### config.mk
export PLATFORM = sky130hd
export DESIGN_NAME = ov7670_reset_seq
export DESIGN_NICKNAME = d
export VERILOG_FILES = /design/src/rtl/ov7670_seq_pkg.sv /design/src/rtl/ov7670_reset_seq_timer.sv /design/src/rtl/ov7670_reset_seq.sv
export SDC_FILE = /design/constraint.sdc
export NUM_CORES = 1
export LEC_CHECK = 0
export CAP_MARGIN = 10
export CORE_MARGIN = 2
export CORE_UTILIZATION = 35
export DETAILED_ROUTE_END_ITERATION = 8
export HOLD_SLACK_MARGIN = 0.02
export PLACE_DENSITY = 0.63
export SLEW_MARGIN = 40
export SYNTH_ARGS = -nofsm -noshare
export SYNTH_HDL_FRONTEND = slang
export SYNTH_SLANG_ARGS = --single-unit
export TNS_END_PERCENT = 30
### constraint.sdc
create_clock -name pclk -period 2.9 [get_ports pclk]
set_clock_uncertainty 0.05 [all_clocks]
set_input_delay 0.58 -clock pclk [delete_from_list [all_inputs] [get_ports pclk]]
set_output_delay 0.58 -clock pclk [all_outputs]
set_load 0.02 [all_outputs]
### src/rtl/ov7670_seq_pkg.sv
// Shared encodings, debug decode and default timing for the OV7670 bring-up sequencer.
package ov7670_seq_pkg;

    // 3-bit state encodings, also exported on state_o for the ILA
    localparam logic [2:0] ST_PWDN      = 3'd0;
    localparam logic [2:0] ST_CAM_RST   = 3'd1;
    localparam logic [2:0] ST_WAKE      = 3'd2;
    localparam logic [2:0] ST_CFG_START = 3'd3;
    localparam logic [2:0] ST_CFG_WAIT  = 3'd4;
    localparam logic [2:0] ST_RUN       = 3'd5;
    localparam logic [2:0] ST_FAULT     = 3'd6;

    typedef enum logic [2:0] {
        S_PWDN      = ST_PWDN,
        S_CAM_RST   = ST_CAM_RST,
        S_WAKE      = ST_WAKE,
        S_CFG_START = ST_CFG_START,
        S_CFG_WAIT  = ST_CFG_WAIT,
        S_RUN       = ST_RUN,
        S_FAULT     = ST_FAULT
    } seq_state_e;

    // Timer covers the widest timing constant (the config timeout)
    localparam int TMR_W = 24;

    // Defaults for a 24 MHz pclk
    localparam logic [15:0] DEF_T_PWDN_CYC      = 16'd2400;      // 100 us
    localparam logic [15:0] DEF_T_RST_CYC       = 16'd240;       // 10 us
    localparam logic [19:0] DEF_T_WAKE_CYC      = 20'd25000;     // ~1.04 ms
    localparam logic [23:0] DEF_CFG_TIMEOUT_CYC = 24'd2500000;   // ~104 ms
    localparam logic [1:0]  DEF_MAX_RETRY       = 2'd3;

    // Debug encoding of a state for state_o
    function automatic logic [2:0] state_code(input seq_state_e s);
        return 3'(s);
    endfunction

endpackage

### src/rtl/ov7670_reset_seq_timer.sv
// Shared interval timer: up-counter with clear, saturation and terminal-count compare.
module seq_timer
    import ov7670_seq_pkg::*;
#(
    parameter int W = TMR_W
) (
    input  logic         pclk,
    input  logic         reset,
    input  logic         clr,
    input  logic [W-1:0] tc_val,
    output logic         tc_o
);

    logic [W-1:0] count_q;
    logic [W-1:0] count_d;

    // Next count: clear on request, otherwise count up and hold at all-ones
    always_comb begin
        // NOTE: every always_comb output gets a default first so no path can leave it unassigned and infer a latch.
        count_d = count_q;
        if (clr) begin
            count_d = '0;
        end else if (count_q != '1) begin
            count_d = count_q + 1'b1;
        end
    end

    // Count register with synchronous reset
    always_ff @(posedge pclk) begin
        // NOTE: sequential state uses non-blocking assignments so all flops update from pre-edge values.
        if (reset) begin
            count_q <= '0;
        end else begin
            count_q <= count_d;
        end
    end

    assign tc_o = (count_q == tc_val);

endmodule

### src/rtl/ov7670_reset_seq.sv
// OV7670 power-up sequencer: PWDN/RESET pin timing, SCCB config handshake with
// bounded retries, and ordered release of the display and capture resets.
module ov7670_reset_seq
    import ov7670_seq_pkg::*;
#(
    parameter logic [15:0] T_PWDN_CYC      = DEF_T_PWDN_CYC,
    parameter logic [15:0] T_RST_CYC       = DEF_T_RST_CYC,
    parameter logic [19:0] T_WAKE_CYC      = DEF_T_WAKE_CYC,
    parameter logic [23:0] CFG_TIMEOUT_CYC = DEF_CFG_TIMEOUT_CYC,
    parameter logic [1:0]  MAX_RETRY       = DEF_MAX_RETRY
) (
    input  logic       pclk,
    input  logic       reset,
    input  logic       soft_rst_req,
    input  logic       cfg_done,
    input  logic       cfg_err,
    output logic       cam_pwdn,
    output logic       cam_rst_n,
    output logic       cfg_start,
    output logic       display_rst,
    output logic       capture_rst,
    output logic       ready,
    output logic       fault,
    output logic [2:0] state_o
);

    seq_state_e state_q, state_d;
    logic [1:0] retry_cnt_q, retry_cnt_d;
    logic [1:0] retry_inc;
    logic       disp_released_q, disp_released_d;

    logic cam_pwdn_q, cam_pwdn_d;
    logic cam_rst_n_q, cam_rst_n_d;
    logic cfg_start_q, cfg_start_d;
    logic display_rst_q, display_rst_d;
    logic capture_rst_q, capture_rst_d;
    logic ready_q, ready_d;
    logic fault_q, fault_d;

    logic             tmr_clr;
    logic             tmr_tc;
    logic [TMR_W-1:0] tmr_tc_val;

    // Terminal count for whichever timed state is current; exit fires at N-1
    always_comb begin
        tmr_tc_val = '1;
        case (state_q)
            S_PWDN:     tmr_tc_val = TMR_W'(T_PWDN_CYC) - TMR_W'(1);
            S_CAM_RST:  tmr_tc_val = TMR_W'(T_RST_CYC) - TMR_W'(1);
            S_WAKE:     tmr_tc_val = TMR_W'(T_WAKE_CYC) - TMR_W'(1);
            S_CFG_WAIT: tmr_tc_val = TMR_W'(CFG_TIMEOUT_CYC) - TMR_W'(1);
            default:    tmr_tc_val = '1;
        endcase
    end

    // Timer restarts on every state entry and on a soft restart (which may re-enter PWDN from PWDN)
    assign tmr_clr = soft_rst_req || (state_d != state_q);

    seq_timer #(.W(TMR_W)) u_timer (
        .pclk   (pclk),
        .reset  (reset),
        .clr    (tmr_clr),
        .tc_val (tmr_tc_val),
        .tc_o   (tmr_tc)
    );

    // Next-state and retry bookkeeping; soft restart overrides everything below reset
    always_comb begin
        state_d     = state_q;
        retry_cnt_d = retry_cnt_q;
        retry_inc   = retry_cnt_q + 2'd1;
        case (state_q)
            S_PWDN:      if (tmr_tc) state_d = S_CAM_RST;
            S_CAM_RST:   if (tmr_tc) state_d = S_WAKE;
            S_WAKE:      if (tmr_tc) state_d = S_CFG_START;
            S_CFG_START: state_d = S_CFG_WAIT;
            S_CFG_WAIT: begin
                // Error and timeout both outrank a simultaneous cfg_done
                if (cfg_err || tmr_tc) begin
                    retry_cnt_d = retry_inc;
                    state_d     = (retry_inc == MAX_RETRY) ? S_FAULT : S_PWDN;
                end else if (cfg_done) begin
                    state_d = S_RUN;
                end
            end
            S_RUN:       state_d = S_RUN;
            S_FAULT:     state_d = S_FAULT;
            default:     state_d = S_PWDN;
        endcase
        if (soft_rst_req) begin
            state_d     = S_PWDN;
            retry_cnt_d = '0;
        end
    end

    // Sticky display release: set on entering WAKE, survives retries, cleared only by a restart
    always_comb begin
        disp_released_d = disp_released_q || (state_d == S_WAKE);
        if (soft_rst_req) begin
            disp_released_d = 1'b0;
        end
    end

    // Output decode from next state so pins move on the same edge as state_o
    always_comb begin
        cam_pwdn_d    = (state_d == S_PWDN) || (state_d == S_FAULT);
        cam_rst_n_d   = (state_d == S_WAKE) || (state_d == S_CFG_START) ||
                        (state_d == S_CFG_WAIT) || (state_d == S_RUN);
        cfg_start_d   = (state_d == S_CFG_START);
        display_rst_d = !disp_released_d;
        capture_rst_d = (state_d != S_RUN);
        ready_d       = (state_d == S_RUN);
        fault_d       = (state_d == S_FAULT);
    end

    // State, retry count, release flag and registered outputs
    always_ff @(posedge pclk) begin
        if (reset) begin
            state_q         <= S_PWDN;
            retry_cnt_q     <= '0;
            disp_released_q <= 1'b0;
            cam_pwdn_q      <= 1'b1;
            cam_rst_n_q     <= 1'b0;
            cfg_start_q     <= 1'b0;
            display_rst_q   <= 1'b1;
            capture_rst_q   <= 1'b1;
            ready_q         <= 1'b0;
            fault_q         <= 1'b0;
        end else begin
            state_q         <= state_d;
            retry_cnt_q     <= retry_cnt_d;
            disp_released_q <= disp_released_d;
            cam_pwdn_q      <= cam_pwdn_d;
            cam_rst_n_q     <= cam_rst_n_d;
            cfg_start_q     <= cfg_start_d;
            display_rst_q   <= display_rst_d;
            capture_rst_q   <= capture_rst_d;
            ready_q         <= ready_d;
            fault_q         <= fault_d;
        end
    end

    assign cam_pwdn    = cam_pwdn_q;
    assign cam_rst_n   = cam_rst_n_q;
    assign cfg_start   = cfg_start_q;
    assign display_rst = display_rst_q;
    assign capture_rst = capture_rst_q;
    assign ready       = ready_q;
    assign fault       = fault_q;
    assign state_o     = state_code(state_q);

endmodule
==> impl_metrics.json, run 1 <==
{
  "fmax_mhz": 375,
  "min_period_over_period_pct": 91.9,
  "n_antenna_cell": 0,
  "syn_area_sq_um": 2130,
  "gp_congestion": 0.834,
  "min_path_type": "flop to flop",
  "avgSynthCellArea_sq_um": 8.44,
  "ctsHoldBuffers": 0,
  "antenna_found_initial": 0,
  "dp_hpwl_mm": 3.53,
  "drtAntennaViolNets": 0,
  "setup_viol": 0,
  "seq_area_sq_um": 742,
  "fin_area_sq_um": 2520,
  "clkTransAtPathRegs_ps": 80,
  "ios": 15,
  "status": "completed",
  "yosys.area.top_type": "dfxtp_1",
  "p_leak_nw": 0.846,
  "maxCapViolations": 0,
  "wire_per_inst_um": 13.8,
  "via_per_inst": 5.39,
  "row_count": 28,
  "cts_buffer_depth": 2,
  "critPathLaunchType": "flop",
  "p_per_area_nw_per_um2": 404,
  "rsz0062_at_grt": "false",
  "wl_mm": 4.85,
  "fin_crit_ps": 2670,
  "vias": 1897,
  "critical_path_class": "flop to flop",
  "yosysWarnings": 0,
  "setup-tns-final_ps": 0,
  "yosysUniqueCellTypes": 53,
  "io_buffers": 14,
  "drtIter0Drc": 146,
  "cts_root_buf": "clkbuf_8",
  "grt_usage_pct": 16.0,
  "drc": 0,
  "worstPathRequired_ps": 3020,
  "slew_headroom_pct": 50.5,
  "ys_top_cells_by_count": "37 x dfxtp_1, 28 x nor2_1, 16 x nand2_1",
  "ys_ff_latch": 37,
  "htreeDepth": 2,
  "pre_cts_ws_ps": -17.4,
  "multi_input_area_sq_um": 1270,
  "layout.nets": 283,
  "synth_flop_cell": "dfxtp_1",
  "synth.yosys.seq_area_share_pct": 34.8,
  "grt_pass1_wl_mm": 8.45,
  "fp.dieArea_sq_um": 6720,
  "setup_slack_ps": 234,
  "placed_cell_area_sq_um": 2380,
  "cp_max_fo": 16,
  "cp.arrival_ps": 2790,
  "end_kind": "flop",
  "area_growth_pct": 18.5,
  "coreArea_sq_um": 5890,
  "numCtsBuffers": 5,
  "worst_slew_pin_slew_ps": 738,
  "firstDrtPassIters": 4,
  "synth_edf_count": 0,
  "drive_above_1_share_pct": 16.2,
  "async_flop_share_pct": 0,
  "netlist_instances": 252,
  "grt-ovfl-total": 0,
  "fp.dieW_um": 82.0,
  "peakVddDrop_mv": 0.231,
  "syn_nets": 259,
  "final_util_pct": 42.8,
  "clock_latency_ps": 290,
  "grt_max_degree": 18,
  "slew_viol_final": 0,
  "hold_viol": 0,
  "initial_core_util_pct": 36.1,
  "fillers": 602,
  "yosysMostFrequentCell": "dfxtp_1",
  "cts_sinks": 37,
  "die_y_um": 82.0,
  "yosysTopAreaCellShare_pct": 34.8,
  "hold_slack_ps": 418,
  "grt_pass1_vias": 1718,
  "synth_area_leaders": "dfxtp_1 35%, xor2_1 5.8%, nor2_1 4.9%, xnor2_1 4.5%, nand3_1 3.5%",
  "tritoncts": "built"
}
==> per-layer routing <==
layer | vias to the layer above | share of wire (%) | track usage (%)
met1 | 884 | 49 | 23.0
li1 | 951 | - | -
met2 | 54 | 44 | 24.4
met3 | 8 | 5.4 | 3.19
met5 | - | 0 | 0
met4 | 0 | 1.2 | 3.83
==> critical path, stage by stage (launching register included) <==
cell and delay, ps:
dfxtp_1 340, buf_4 200, maj3_1 410, nand4_1 110
o211ai_1 120, nand3_1 210, o21bai_4 110, buf_4 150
a21oi_1 260, nand2b_1 170, or4_1 420
==> report_power, final <==
group / internal [mW] / switching (mW)
Clock: 0.280 / 0.196
Sequential: 0.509 / 0.00123
Combinational: 0.0162 / 0.0168
Total: 0.805 / 0.214
==> timing repair <==
action,CTS,global route
setup buffers,2,0
pin swaps,1,0
endpoints found under the setup margin,1,25
resized for setup,0,1
==> cell type report <==
class / count / area share, %
clock buffers: 6 / 3.28
clock inverters: 2 / 1.49
inverters: 9 / 1.34
multi-input cells: 193 / 50.4
flip-flops and latches: 37 / 29.4
well taps: 75 / 3.72
repair buffers: 30 / 10.3
==> placed cells by master (no fill, tap or decap), types with 3 or more instances in the layout <==
master            n
dfxtp_1          36
nor2_1           28
nand2_1          16
buf_4            16
nand3_1          15
xor2_1           14
clkdlybuf4s50_1  14
nand4_1          12
xnor2_1          11
nor2_2           10
inv_1             9
a21oi_1           9
nor3_1            8
and3_1            6
clkbuf_8          6
o21ai_0           5
nand2b_1          5
and2_1            3
nor4_1            3
o22ai_1           3
a211oi_1          3
and4_1            3
==> cell families (layout without fill, tap and decap cells) <==
kind of cell / Yosys count / count (layout) / share of synthesized area (%)
flip-flops: 37 / 37 / 34.8
AND/OR/NAND/NOR: 127 / 127 / 34.6
adder cells (fa/ha/maj): 3 / 3 / 1.65
buffers and inverters: 22 / 47 / 5.41
XOR/XNOR: 25 / 25 / 10.3
AO/OA/AOI/OAI: 38 / 38 / 13.2
==> through the flow <==
stage,cells,power [mW]
after floorplan,252,0.540
after global placement,342,0.552
after detailed placement,342,0.552
after CTS,352,1.03
after global routing,352,1.05
final,352,1.02
==> sequential cells by signal, summed over array words and instances, names as in the netlist <==
register / count
cam_pwdn: 1
cam_rst_n: 1
capture_rst: 1
cfg_start: 1
disp_released_q: 1
display_rst: 1
fault: 1
ready: 1
retry_cnt_q: 2
state_o: 3
u_timer.count_q: 24
==> final timing paths <==
| path | start | endpoint | slack (ps) | cells past startpoint |
|---|---|---|---|---|
| worst max-delay path | state_o[2]$_SDFF_PP0_ | capture_rst$_SDFF_PP1_ | 230 | 10 |
| worst min-delay path | disp_released_q$_SDFF_PP0_ | display_rst$_SDFF_PP1_ | 420 | 1 |
| worst max register to register | state_o[2]$_SDFF_PP0_ | capture_rst$_SDFF_PP1_ | 230 | 10 |
| worst min register to register | disp_released_q$_SDFF_PP0_ | display_rst$_SDFF_PP1_ | 420 | 1 |
(Power assumes the default switching activity.)
==> run 2, diff against run 1 <==
- CORE_MARGIN: 2 -> 10
==> run 2 against run 1 <==
Compared with the run above:
- register-to-register slack about the same
- via count is 1.8% lower
- combinational power decreased by 10%
- critical path type unchanged
- clock power decreased by 5.5%
- worst hold slack got worse by 8.3 ps
==> impl_metrics.json, run 2 (synthesis gave the netlist of run 1 again) <==
{
  "status": "completed",
  "fin_area_sq_um": 2530,
  "end_kind": "flop",
  "worst_slew_pin_slew_ps": 444,
  "coreArea_sq_um": 5920,
  "via_per_inst": 5.27,
  "n_antenna_cell": 0,
  "postCtsSetupBuffers": 0,
  "row_count": 28,
  "ctsHoldBuffers": 0,
  "setup_viol": 0,
  "peakVddDrop_mv": 0.206,
  "hold_viol": 0,
  "maxCapViolations": 0,
  "critical_path_class": "flop to flop",
  "numCtsBuffers": 5,
  "critical_path.max_stage_delay_ps": 360,
  "clkTransAtPathRegs_ps": 80,
  "fmax_mhz": 376,
  "vias": 1862,
  "min_path_type": "flop to flop",
  "drc": 0,
  "cp_max_fo": 18,
  "worstPathRequired_ps": 3080,
  "grt-ovfl-total": 0,
  "antenna_found_initial": 0,
  "wire_per_inst_um": 13.8,
  "drtAntennaViolNets": 0,
  "p_per_area_nw_per_um2": 392,
  "slew_headroom_pct": 70.1,
  "drtIter0Drc": 110,
  "dp_hpwl_mm": 3.72,
  "io_buffers": 14,
  "gp_congestion": 0.844,
  "firstDrtPassIters": 4,
  "final_util_pct": 42.7,
  "worstPathCellList": "buf_4, nor3b_2, o221ai_1, o211ai_1, nand3_2, o21bai_4, a2bb2oi_2, nand4_4, buf_4, a21oi_1",
  "placed_cell_area_sq_um": 2410,
  "grt_pass1_wl_mm": 8.69,
  "setup_slack_ps": 241,
  "largest_reg_flops": 24,
  "cts_root_buf": "clkbuf_8",
  "grt_pass1_vias": 1873,
  "cp_common_cell": "buf_4",
  "final_common_cell": "dfxtp_1",
  "cts_buffer_depth": 2,
  "largest_register": "u_timer.count_q",
  "die_y_um": 98.0,
  "ios": 15,
  "min_period_over_period_pct": 91.7,
  "p_leak_nw": 0.852,
  "dp_cells": 345,
  "grt_max_degree": 19,
  "fin_crit_ps": 2660,
  "fp.dieArea_sq_um": 9600,
  "fp.dieW_um": 98.0,
  "grt_usage_pct": 10.7,
  "initial_core_util_pct": 35.9,
  "pre_cts_ws_ps": 176,
  "cts_sinks": 37,
  "final_cells": 353,
  "clock_latency_ps": 300,
  "slew_viol_final": 0,
  "setup-tns-final_ps": 0,
  "tritoncts": "built",
  "wl_mm": 4.88,
  "htreeDepth": 2,
  "cp.arrival_ps": 2840,
  "crit_slowest_cell": "dfxtp_1",
  "rsz0062_at_grt": "false",
  "r2r_slack_ps": 240,
  "critPathLaunchType": "flop",
  "area_growth_pct": 18.8,
  "layout.nets": 284,
  "layout_common_cells": "35 x dfxtp_1, 28 x nor2_1, 17 x buf_4",
  "drive_above_1_share_pct": 16.9
}
-- run 2: cell count changes in the layout (fill, tap and decap cells not counted) --
cell	change
buf_4	+1
clkbuf_1	+1
clkbuf_8	-1
clkinv_4	+1
clkinvlp_4	-1
dfxtp_1	-1
dfxtp_2	+1
nand3_1	-1
nand3_2	+1
-- run 2: final cells by class --
cell class	count	area (sq um)
timing repair buffer	31	268
multi-input combinational	193	1280
sequential	37	743
inverter	9	33.8
clock inverter	2	38.8
tap	75	93.8
clock buffer	6	72.6
fill	574	3390
-- run 2: worst paths after layout --
kind,startpoint,to,depth (start not counted)
worst max-delay path,state_o[2]$_SDFF_PP0_,u_timer.count_q[1]$_SDFFE_PP0P_,10
worst min-delay path,disp_released_q$_SDFF_PP0_,display_rst$_SDFF_PP1_,1
worst max register to register,state_o[2]$_SDFF_PP0_,u_timer.count_q[1]$_SDFFE_PP0P_,10
worst min register to register,disp_released_q$_SDFF_PP0_,display_rst$_SDFF_PP1_,1
-- run 2: what timing repair did --
action                                  in CTS  in global routing
endpoints found under the setup margin       0                 16
resized for setup                            0                  3
endpoints found under the hold margin        0                  0
-- run 2: layer usage --
layer	up-vias	track usage, %	part of all wire [%]
li1	951	-	-
met1	864	13.7	47
met2	37	16.2	47
met3	10	2.54	4.8
met4	0	5.26	1.3
met5	-	0	0
-- run 2: critical path: cells and delay by family, from the launching register on --
family,cells,cell delay (ps)
buffers and inverters,2,470
AOI/OAI and AO/OA,5,1000
DFF,1,360
and+or+nand+nor,3,710
-- run 2: report_power, final --
| group | leakage (nW) | internal (mW) | switching [mW] |
|---|---|---|---|
| logic | 0.497 | 0.0142 | 0.0155 |
| registers | 0.299 | 0.509 | 0.00121 |
| clock network | 0.0554 | 0.258 | 0.191 |
-- run 2: stage by stage --
step           hold slack, ps  power, mW
2_1_floorplan             382      0.540
3_3_place_gp              397      0.551
3_5_place_dp              400      0.552
4_1_cts                   407       1.00
5_1_grt                   437       1.02
6_report                  410      0.989
